[config.mk]
export PLATFORM = sky130hd
export DESIGN_NAME = frame_mem_arbiter
export DESIGN_NICKNAME = d
export VERILOG_FILES = /design/src/rtl/frame_mem_arbiter.sv
export SDC_FILE = /design/constraint.sdc
export NUM_CORES = 1
export LEC_CHECK = 0
export ABC_CLOCK_PERIOD_IN_PS = 1900
export BUFFER_PORTS_ARGS = -buffer_cell sky130_fd_sc_hd__buf_4
export CAP_MARGIN = 20
export CORE_MARGIN = 2
export CORE_UTILIZATION = 44
export CTS_CLUSTER_DIAMETER = 30
export DETAILED_ROUTE_END_ITERATION = 6
export GPL_TIMING_DRIVEN = 0
export MAX_ROUTING_LAYER = met4
export PLACE_DENSITY_LB_ADDON = 0.12
export SYNTH_ARGS = -nofsm -noshare
export SYNTH_HDL_FRONTEND = slang
export SYNTH_SLANG_ARGS = --single-unit
[constraint.sdc]
create_clock -name CLK_PX -period 1.9 [get_ports CLK_PX]
set_clock_uncertainty 0.1 [all_clocks]
set_input_delay 0.19 -clock CLK_PX [delete_from_list [all_inputs] [get_ports CLK_PX]]
set_output_delay 0.19 -clock CLK_PX [all_outputs]
set_load 0.05 [all_outputs]
[src/rtl/frame_mem_arbiter.sv]
// frame_mem_arbiter: shares the single-port frame RAM between the display read
// path (always wins) and the sequential loader stream (fills idle cycles).
// Tracks frame completeness for the HDMI timing controller and flags loader
// protocol errors (short/long frames).
module frame_mem_arbiter #(
    parameter int ADDR_W     = 19,
    parameter int DATA_W     = 8,
    parameter int IMG_PIXELS = 307200,
    parameter int RD_LATENCY = 1
) (
    input  logic              CLK_PX,
    input  logic              RST_n,
    // display read path
    input  logic              DISP_REQ,
    input  logic [ADDR_W-1:0] DISP_ADDR,
    output logic [DATA_W-1:0] DISP_DATA,
    output logic              DISP_VALID,
    // loader stream
    input  logic              WR_VALID,
    input  logic              WR_SOF,
    input  logic [DATA_W-1:0] WR_DATA,
    output logic              WR_READY,
    // frame RAM
    output logic [ADDR_W-1:0] MEM_ADDR,
    output logic              MEM_WE,
    output logic [DATA_W-1:0] MEM_WDATA,
    input  logic [DATA_W-1:0] MEM_RDATA,
    // status
    output logic              FRAME_READY,
    output logic              ERR
);

    typedef enum logic [1:0] {
        WAIT_SOF,
        LOAD,
        FULL
    } state_t;

    // Explicit compare against the last pixel so wr_addr wraps to 0 at the
    // frame size instead of at the natural 2^ADDR_W overflow.
    localparam logic [ADDR_W-1:0] LAST_ADDR = ADDR_W'(IMG_PIXELS - 1);
    localparam logic [ADDR_W-1:0] ADDR_ONE  = ADDR_W'(1);

    state_t            state, state_nxt;
    logic [ADDR_W-1:0] wr_addr, wr_addr_nxt;
    logic              frame_ready_nxt, err_nxt;
    logic              xfer;
    logic              wr_en;
    logic [ADDR_W-1:0] wr_tgt;

    // vld_pipe[0..RD_LATENCY-1] tracks reads in flight inside the RAM;
    // the extra top bit is the registered DISP_VALID.
    logic [RD_LATENCY:0] vld_pipe;

    // The loader is stalled in any cycle the display owns the RAM, and
    // during reset so nothing is accepted while the FSM is being cleared.
    assign WR_READY = RST_n && !DISP_REQ;
    assign xfer     = WR_VALID && WR_READY;

    // Next-state, write-address and status decode for each loader transfer.
    always_comb begin
        state_nxt       = state;
        wr_addr_nxt     = wr_addr;
        frame_ready_nxt = FRAME_READY;
        err_nxt         = ERR;
        wr_en           = 1'b0;
        // SOF always restarts at address 0, which also gives it precedence
        // over the last-pixel check below.
        wr_tgt          = WR_SOF ? '0 : wr_addr;
        if (xfer) begin
            case (state)
                WAIT_SOF: begin
                    // Pixels before the first SOF are silently dropped.
                    if (WR_SOF) begin
                        wr_en       = 1'b1;
                        wr_addr_nxt = ADDR_ONE;
                        state_nxt   = LOAD;
                    end
                end
                LOAD: begin
                    wr_en = 1'b1;
                    if (WR_SOF) begin
                        // New frame before the old one finished: short frame.
                        wr_addr_nxt = ADDR_ONE;
                        err_nxt     = 1'b1;
                    end else if (wr_addr == LAST_ADDR) begin
                        wr_addr_nxt     = '0;
                        frame_ready_nxt = 1'b1;
                        state_nxt       = FULL;
                    end else begin
                        wr_addr_nxt = wr_addr + ADDR_ONE;
                    end
                end
                FULL: begin
                    if (WR_SOF) begin
                        // Reload over the displayed frame; tearing is tolerated.
                        wr_en       = 1'b1;
                        wr_addr_nxt = ADDR_ONE;
                        state_nxt   = LOAD;
                    end else begin
                        // Extra pixel past the end of the frame: long frame.
                        err_nxt = 1'b1;
                    end
                end
                default: begin
                    state_nxt   = WAIT_SOF;
                    wr_addr_nxt = '0;
                end
            endcase
        end
    end

    // RAM port mux: display reads take the port outright.
    always_comb begin
        MEM_ADDR  = DISP_REQ ? DISP_ADDR : wr_tgt;
        MEM_WE    = wr_en;
        MEM_WDATA = WR_DATA;
    end

    // FSM, write address and sticky status registers.
    always_ff @(posedge CLK_PX or negedge RST_n) begin
        if (!RST_n) begin
            state       <= WAIT_SOF;
            wr_addr     <= '0;
            FRAME_READY <= 1'b0;
            ERR         <= 1'b0;
        end else begin
            state       <= state_nxt;
            wr_addr     <= wr_addr_nxt;
            FRAME_READY <= frame_ready_nxt;
            ERR         <= err_nxt;
        end
    end

    // Read-valid shift register matching the RAM latency, plus output stage.
    always_ff @(posedge CLK_PX or negedge RST_n) begin
        if (!RST_n) begin
            vld_pipe <= '0;
        end else begin
            vld_pipe[0] <= DISP_REQ;
            for (int i = 1; i <= RD_LATENCY; i++) begin
                vld_pipe[i] <= vld_pipe[i-1];
            end
        end
    end

    assign DISP_VALID = vld_pipe[RD_LATENCY];

    // Capture returned pixel when the oldest in-flight read lands; hold otherwise.
    always_ff @(posedge CLK_PX or negedge RST_n) begin
        if (!RST_n) begin
            DISP_DATA <= '0;
        end else if (vld_pipe[RD_LATENCY-1]) begin
            DISP_DATA <= MEM_RDATA;
        end
    end

endmodule

==> out/metrics.cfg, run 1 <==
[outcome]
outcome=finished, final reports clean

[clock_tree]
cts_buffers=5
cts_num_sinks=33
h-tree-depth=2
cts.clk_slew.worst_paths_ns=0.07
cts_max_path_buffers=2
root_buffer=clkbuf_8
cts_tree=done
clock_latency_ns=0.29

[sta]
holdWs_ns=0.0285
worst_pin_slew_ns=0.509
fin_crit_ns=1.85
setup_ws_ns=0.0540
finalCritPeriodShare_pct=97.2
slew_headroom_pct=66.1
setup_viol=0
final_hold_viol_count=0
fmax_mhz=542
drv_slew=0

[global_route]
grt-ovfl-total=0
grt_pass1_wl_mm=9.94
grt_pass1_vias=2128
grt_antenna_before_repair=0
grt_max_degree=34
track_usage_pct=25.3

[placement]
io_buffers=71
dpl_cell_area_mm2=0.00268
dp_slack_ns=-0.565
hpwl_mm=3.89
place.gp.congestion=0.864

[job]
maxCapViolCount=0

[yosys]
synth_cell_types=47
synthCells=241
synth.largest_area_cell=dfrtp_1
synth_area_leaders=dfrtp_1 40%, nand2_1 6.9%, o21ai_0 6.8%, nand2b_1 6.1%, mux2_2 4.4%
ys.warnings.count=0
synth_nets=282
ys_seq_area_share_pct=40.0
synth_area_mm2=0.00206
synth_ff_type=dfrtp_1
synth_edf_count=0
ys_async_sr_fraction_pct=100
yosysTopAreaCellShare_pct=40.0
syn_avg_cell_area_um2=8.57
ys_ff_latch=33

[critical_path]
crit_fanout=4
worstSetupStartpointType=flip-flop
crit_required_ns=2.03
worst-setup-path-type=reg -> reg
endpoint_kind=flip-flop
cp_slowest_stage_delay_ns=0.51
startpoint=state[0]$_DFFE_PN0P_
path_cells=buf_6 -> or3b_4 -> or2_4 -> or4_4 -> nand3_2
r2r_start=state[0]$_DFFE_PN0P_
slowest_stage=or4_4
cp.arrival_ns=1.98

[cells_and_area]
final_layout_size_suffix_gt1_share_pct=38.8
antenna_cells=0
nNetsFinal=370
nFillCells=385
syn2layout_area_growth_pct=43.6
design_area_mm2=0.00297
multi_input_area_mm2=0.00116
ff_latch_area_um2=827

[die]
start_util_pct=46.5
fp.dieArea_mm2=0.00526
die_h_um=72.5
rows=24
die_width_um=72.5
core_mm2=0.00444
io-pin-count=80

[route]
dr_wl_met3_um=553
drtIter0Drc=171
dr_wl_met2_mm=2.81
vias_per_cell=5.70
antenna_left=0
wire_per_inst_um=15.8
dr.max_layer_used=met4
drt-met1-wl_mm=2.57
drt-total-wl_mm=6.04
route.detailed.drc=0
drt_first_pass_iters=4
routed-via-count=2179

[min_path]
hold_class=in -> reg
worstHoldStart=MEM_RDATA[2]

[pwr]
leakagePower_nw=1.32
power.total_mw=1.99
power.density_mw_per_mm2=671
ir_drop_mv=0.448

[critical path, delay by kind of cell, from the launching register on]
family | cells | cell delay (ns)
simple gates | 4 | 1.25
buf+inv | 1 | 0.09
flops | 1 | 0.34
[repair_timing]
action                                  in CTS  in global routing
pin swaps                                    3                  2
hold endpoints to repair                    34                  0
endpoints found under the setup margin      23                 24
hold buffers                                 3                  0
gates resized for setup                     14                  8
cloned                                       2                  0
buffers inserted                             8                  1
[metal layers]
layer	up-vias	GRT usage, %
met3	13	5.83
met2	110	38.9
met4	0	10.1
met1	1016	32.4
met5	-	-
li1	1040	-
[synthesized netlist by cell type, types with 3 or more instances]
master,n
nand2_1,38
dfrtp_1,33
o21ai_0,28
nand2b_1,20
clkbuf_1,13
nand3_1,11
buf_4,9
mux2_2,8
a21oi_1,6
o2111ai_1,6
and3_1,5
and4_1,5
nand4_1,5
buf_2,4
inv_1,4
nor2_1,4
o311ai_1,4
or3_1,4
nor3b_1,3
o31ai_1,3
[flip-flops by register name, summed over array words and instances, names as in the netlist]
name	flops
wr_addr	19
vld_pipe	2
FRAME_READY	1
ERR	1
DISP_DATA	8
state	2
[through the flow]
stage,TNS [ns],instances,util (%)
after detailed placement,-9.02,364,60.2
after CTS,-0.0268,384,66.4
final,0,382,66.7
after global routing,-0.00295,382,66.7
after floorplan,0,241,-
after global placement,-8.56,364,60.2
[report_power, final]
group,leakage (nW),switching (mW),internal [mW]
clock network,0.0543,0.282,0.392
logic,0.846,0.339,0.199
registers,0.420,0.0379,0.741
[final cells by class]
class	instances	share of cell area, %
plain buffers	22	4.51
clock buffers	5	2.32
clock inverters	3	1.56
inverters	4	0.506
multi-input cells	179	39.2
flip-flops and latches	33	27.9
well taps	52	2.19
repair buffers	84	21.8
[cell families (layout without fill, tap and decap cells)]
group	Yosys count	in the layout	share of synthesized area (%)
AND/OR/NAND/NOR	106	106	27.7
AO/OA/AOI/OAI	62	63	19.6
flip-flops	33	33	40.0
buffers and inverters	30	118	7.33
multiplexers	8	8	4.36
adder cells (fa/ha/maj)	1	1	0.606
XOR/XNOR	1	1	0.424
[cells in the final DEF, fill, tap and decap left out, types with 5 or more instances in the layout]
cell | synthesis | routed
nand2b_1 | 20 | 20
buf_4 | 9 | 89
nand3_1 | 11 | 9
a21oi_1 | 6 | 6
o2111ai_1 | 6 | 6
o21ai_0 | 28 | 26
nand4_1 | 5 | 5
clkbuf_8 | 0 | 5
clkbuf_1 | 13 | 9
nand2_1 | 38 | 38
and4_1 | 5 | 5
dfrtp_1 | 33 | 32
mux2_2 | 8 | 8
[worst paths after layout]
kind | to | slack, ns | depth (start not counted)
hold / removal | DISP_DATA[2]$_DFFE_PN0P_ | 0.03 | 2
max in group asynchronous | wr_addr[0]$_DFFE_PN0P_ | 1.15 | 3
min in group asynchronous | DISP_DATA[5]$_DFFE_PN0P_ | 0.37 | 3
setup reg to reg | wr_addr[14]$_DFFE_PN0P_ | 0.05 | 5
hold reg to reg | vld_pipe[1]$_DFF_PN0_ | 0.27 | 0
setup / recovery | wr_addr[14]$_DFFE_PN0P_ | 0.05 | 5
Power figures use the tool's default switching activity.
==> inputs of run 2 (changes only) <==
Settings changed: CTS_CLUSTER_SIZE set to 14, RECOVER_POWER set to 25.
==> run 2 against run 1 <==
Against the previous run:
- fmax is essentially flat
- routed wire length is essentially flat
- total power is 0.67% lower
- combinational power down 3%
- core utilization down 1.1 points
- cell area fell by 1.6%
- critical endpoint unchanged
- largest cell class unchanged
- highest routed layer unchanged
==> out/metrics.cfg, run 2 (synthesis results as in run 1) <==
[critical_path]
crit_buf_inv=1
path_cells=buf_6 -> or3b_4 -> or2_4 -> or4_4 -> nand3_2
endpoint_kind=flip-flop
cp_slowest_stage_delay_ns=0.51
crit_required_ns=2.03
cp.arrival_ns=1.98
slowest_stage=or4_4
cp_top_family=simple AND/OR/NAND/NOR gates
worst-setup-path-type=reg -> reg
worstSetupStartpointType=flip-flop
r2r_setup_slack_ns=0.05
crit_fanout=4

[clock_tree]
clock_latency_ns=0.29
cts.clk_slew.worst_paths_ns=0.07
cts_tree=done
cts_num_sinks=33
root_buffer=clkbuf_8
h-tree-depth=2
cts_buffers=5
cts_max_path_buffers=2

[sta]
setup_viol=0
slew_headroom_pct=45.1
fmax_mhz=542
fin_crit_ns=1.85
finalSetupTns_ns=0
worst_pin_slew_ns=0.824
final_hold_viol_count=0
finalCritPeriodShare_pct=97.2
drv_slew=0

[route]
vias_per_cell=5.70
drt_first_pass_iters=4
routed-via-count=2178
drt-total-wl_mm=6.03
wire_per_inst_um=15.8
antenna_left=0
route.detailed.drc=0
drtIter0Drc=178

[die]
die_h_um=72.5
rows=24
fp.dieArea_mm2=0.00526
start_util_pct=46.5
core_mm2=0.00444
io-pin-count=80
die_width_um=72.5

[job]
maxCapViolCount=0

[global_route]
grt_pass1_wl_mm=9.94
grt_max_degree=34
track_usage_pct=25.3
grt_antenna_before_repair=0
grt_pass1_vias=2128
grt-ovfl-total=0

[cells_and_area]
design_area_mm2=0.00292
antenna_cells=0
top_register=wr_addr
mostFrequentLayoutCell=buf_4
final_cell_mix=80 x buf_4, 38 x nand2_1, 32 x dfrtp_1
nNetsFinal=370
syn2layout_area_growth_pct=41.3
largest_reg_flops=19
final_layout_size_suffix_gt1_share_pct=36.1
nFillCells=394
top_regs=wr_addr: 19 flops, DISP_DATA: 8 flops

[pwr]
power.density_mw_per_mm2=678
ir_drop_mv=0.447
leakagePower_nw=1.28

[placement]
place.gp.congestion=0.864
hpwl_mm=3.89
dpl_cell_area_mm2=0.00268
io_buffers=71

[min_path]
hold_class=in -> reg

[outcome]
outcome=finished, final reports clean

[run 2: timing repair]
action,4_1_cts,5_1_grt
hold endpoints to repair,34,0
hold buffers,3,0
endpoints found under the setup margin,23,24
gates cloned,2,0
resized for setup,14,8
pin swaps,3,2
buffers inserted,8,1
[run 2: routing by layer]
metal / share of wire [%] / vias up / global-route usage [%] / routed length (um)
met2: 46 / 110 / 38.9 / 2800
met3: 9.1 / 13 / 5.83 / 549
met5: 0 / - / - / 0
li1: - / 1040 / - / -
met4: 1.8 / 0 / 10.1 / 111
met1: 43 / 1015 / 32.4 / 2570
[run 2: layout make-up]
type / instances / area (um^2) / share of cell area [%]
clock inverters: 3 / 46.3 / 1.59
repair buffers: 84 / 597 / 20.5
inverters: 4 / 15.0 / 0.515
flip-flops and latches: 33 / 827 / 28.4
plain buffers: 22 / 134 / 4.59
multi-input cells: 179 / 1160 / 39.9
well taps: 52 / 65.1 / 2.23
clock buffers: 5 / 68.8 / 2.36
[run 2: worst paths after layout]
path | end | from | cells past startpoint
setup / recovery | wr_addr[14]$_DFFE_PN0P_ | state[0]$_DFFE_PN0P_ | 5
hold / removal | DISP_DATA[2]$_DFFE_PN0P_ | MEM_RDATA[2] | 2
setup reg to reg | wr_addr[14]$_DFFE_PN0P_ | state[0]$_DFFE_PN0P_ | 5
hold reg to reg | vld_pipe[1]$_DFF_PN0_ | vld_pipe[0]$_DFF_PN0_ | 0
max in group asynchronous | wr_addr[0]$_DFFE_PN0P_ | RST_n | 3
min in group asynchronous | DISP_DATA[4]$_DFFE_PN0P_ | RST_n | 3
[run 2: metrics by stage]
| step | util, % | power (mW) | instances | worst slack, ns | hold WS [ns] |
|---|---|---|---|---|---|
| global route | 65.6 | 2.06 | 382 | -0.00295 | 0.0184 |
| CTS | 66.4 | 2.01 | 384 | -0.0268 | 0.0256 |
| detailed placement | 60.2 | 1.31 | 364 | -0.565 | 0.0730 |
| finish | 65.6 | 1.98 | 382 | 0.0541 | 0.0285 |
| global placement | 60.2 | 1.30 | 364 | -0.529 | 0.0697 |
| floorplan | - | 1.11 | 241 | 0.00320 | -0.206 |
[run 2: power breakdown]
part / total (mW) / switching (mW) / leakage, nW / internal, mW
registers: 0.779 / 0.0379 / 0.420 / 0.741
logic: 0.524 / 0.338 / 0.808 / 0.186
clock network: 0.674 / 0.282 / 0.0543 / 0.392
total: 1.98 / 0.658 / 1.28 / 1.32
==> inputs of run 3 (changes only) <==
Settings changed: BUFFER_PORTS_ARGS -buffer_cell sky130_fd_sc_hd__buf_4 to -buffer_cell sky130_fd_sc_hd__buf_2.
==> run 3 against run 2 <==
Against the previous run:
- flip-flop and latch count stayed put
- clock-buffer cell count is 2 higher
- sequential share of layout area is 1.2 points higher
- non-clock buffer count is 4 higher
- first-iteration DRC count is 29% lower
- combinational power is 8.2% lower
==> out/metrics.cfg, run 3 (synthesis results as in run 1) <==
[outcome]
outcome=finished, final reports clean

[route]
route.detailed.drc=0
routed-via-count=2092
drtIter0Drc=126
antenna_left=0
vias_per_cell=5.43
drt-total-wl_mm=5.70
wire_per_inst_um=14.8
drt_first_pass_iters=4

[global_route]
grt_pass1_wl_mm=8.88
grt_pass1_vias=1861
grt_max_degree=34
track_usage_pct=22.7
grt_antenna_before_repair=0
grt-ovfl-total=0

[critical_path]
r2r_setup_slack_ns=0.09
cp.arrival_ns=1.58
path_cells=dlygate4sd3_1 -> buf_6 -> nand3b_1 -> a21oi_1 -> clkbuf_4
crit_fanout=7
cp_slowest_stage_delay_ns=0.55
r2r_cells=6
r2r_start=state[0]$_DFFE_PN0P_
r2r-end=wr_addr[5]$_DFFE_PN0P_
slowest_stage=dlygate4sd3_1
worst-setup-path-type=in -> out
worstSetupStartpointType=input port
crit_required_ns=1.61
endpoint_kind=output port

[clock_tree]
cts.clk_slew.worst_paths_ns=0.07
root_buffer=clkbuf_8
cts_num_sinks=33
h-tree-depth=2
cts_buffers=5
cts_max_path_buffers=2
clock_latency_ns=0.29
cts_tree=done

[cells_and_area]
largest_reg_flops=19
antenna_cells=0
fin_cells=385
nNetsFinal=373
final_cell_mix=63 x buf_2, 38 x nand2_1, 33 x dfrtp_1
top_register=wr_addr
top_regs=wr_addr: 19 flops, DISP_DATA: 8 flops
syn2layout_area_growth_pct=35.2
mostFrequentLayoutCell=buf_2
final_layout_size_suffix_gt1_share_pct=35.7

[placement]
hpwl_mm=3.68
place.gp.congestion=0.811
dp_cells=364
io_buffers=71

[sta]
fin_crit_ns=1.87
drv_slew=0
rsz0062_at_grt=yes
setup_viol=0
finalCritPeriodShare_pct=98.4
worst_pin_slew_ns=0.848
slew_headroom_pct=43.5
final_hold_viol_count=0
fmax_mhz=535

[min_path]
worstHoldStart=MEM_RDATA[0]
whs_path_depth=2
hold_class=in -> reg
holdPathEnd=DISP_DATA[0]$_DFFE_PN0P_

[die]
start_util_pct=46.5
die_h_um=72.5
die_width_um=72.5
fp.dieArea_mm2=0.00526
rows=24
core_mm2=0.00444
io-pin-count=80

[job]
maxCapViolCount=0

[pwr]
power.density_mw_per_mm2=700
leakagePower_nw=1.27
power.total_mw=1.95
ir_drop_mv=0.458

==> run 3: cell count changes in the layout (fill, tap and decap cells not counted), sizes merged <==
cell	previous run	this run
o21ai	30	29
clkinvlp	1	0
clkbuf	25	28
buf	84	87
clkinv	1	0
==> run 3: how the worst max path moves through the flow <==
stage,start,to,slack [ns],cells past startpoint
3_5_place_dp,RST_n,wr_addr[15]$_DFFE_PN0P_,-0.54,6
5_1_grt,RST_n,wr_addr[11]$_DFFE_PN0P_,-0.02,7
2_1_floorplan,wr_addr[18]$_DFFE_PN0P_,MEM_ADDR[18],0.003,2
3_3_place_gp,wr_addr[0]$_DFFE_PN0P_,wr_addr[10]$_DFFE_PN0P_,-0.54,6
6_report,RST_n,MEM_WE,0.03,5
4_1_cts,state[0]$_DFFE_PN0P_,wr_addr[3]$_DFFE_PN0P_,0.003,7
==> run 3: metrics by stage <==
step	setup TNS, ns	util [%]	hold WS (ns)	cell area [um^2]	worst slack, ns
6_report	0	62.8	0.0308	2790	0.0300
5_1_grt	-0.0785	62.8	0.0299	2790	-0.0212
3_3_place_gp	-11.09	56.2	0.217	2500	-0.538
3_5_place_dp	-10.67	56.2	0.221	2500	-0.544
4_1_cts	0	62.8	0.0283	2790	0.00271
2_1_floorplan	0	-	-0.206	2080	0.00320
==> run 3: final cells by class <==
cell class                 count  area [um^2]
fill                         392         1650
multi-input combinational    178         1140
sequential                    33          826
timing repair buffer          88          494
buffer                        22          135
clock buffer                   7         86.3
tap                           52         65.1
clock inverter                 1         30.0
inverter                       4         15.0
==> run 3: where the power goes <==
group / internal [mW] / switching [mW]
clock: 0.428 / 0.269
combinational: 0.148 / 0.333
sequential: 0.740 / 0.0355
==> run 3: worst max-delay path: cells and delay by family <==
family | cells | cell delay (ns)
AO/OA/AOI/OAI | 1 | 0.23
buffers and inverters | 3 | 0.92
AND/OR/NAND/NOR | 1 | 0.23
==> run 3: per-layer routing <==
layer | up-vias | track usage, % | routed length (um)
met3 | 11 | 5.00 | 419
li1 | 1047 | - | -
met5 | - | - | 0
met4 | 0 | 7.61 | 103
met2 | 89 | 34.8 | 2570
met1 | 945 | 30.0 | 2610
==> run 3: timing repair <==
item                                   in CTS  in global routing
setup buffers                              11                  2
hold buffers                                3                  0
cloned                                      1                  0
resized for setup                          13                  7
setup endpoints to repair                  33                 18
pin swaps                                   8                  3
endpoints found under the hold margin      34                  0
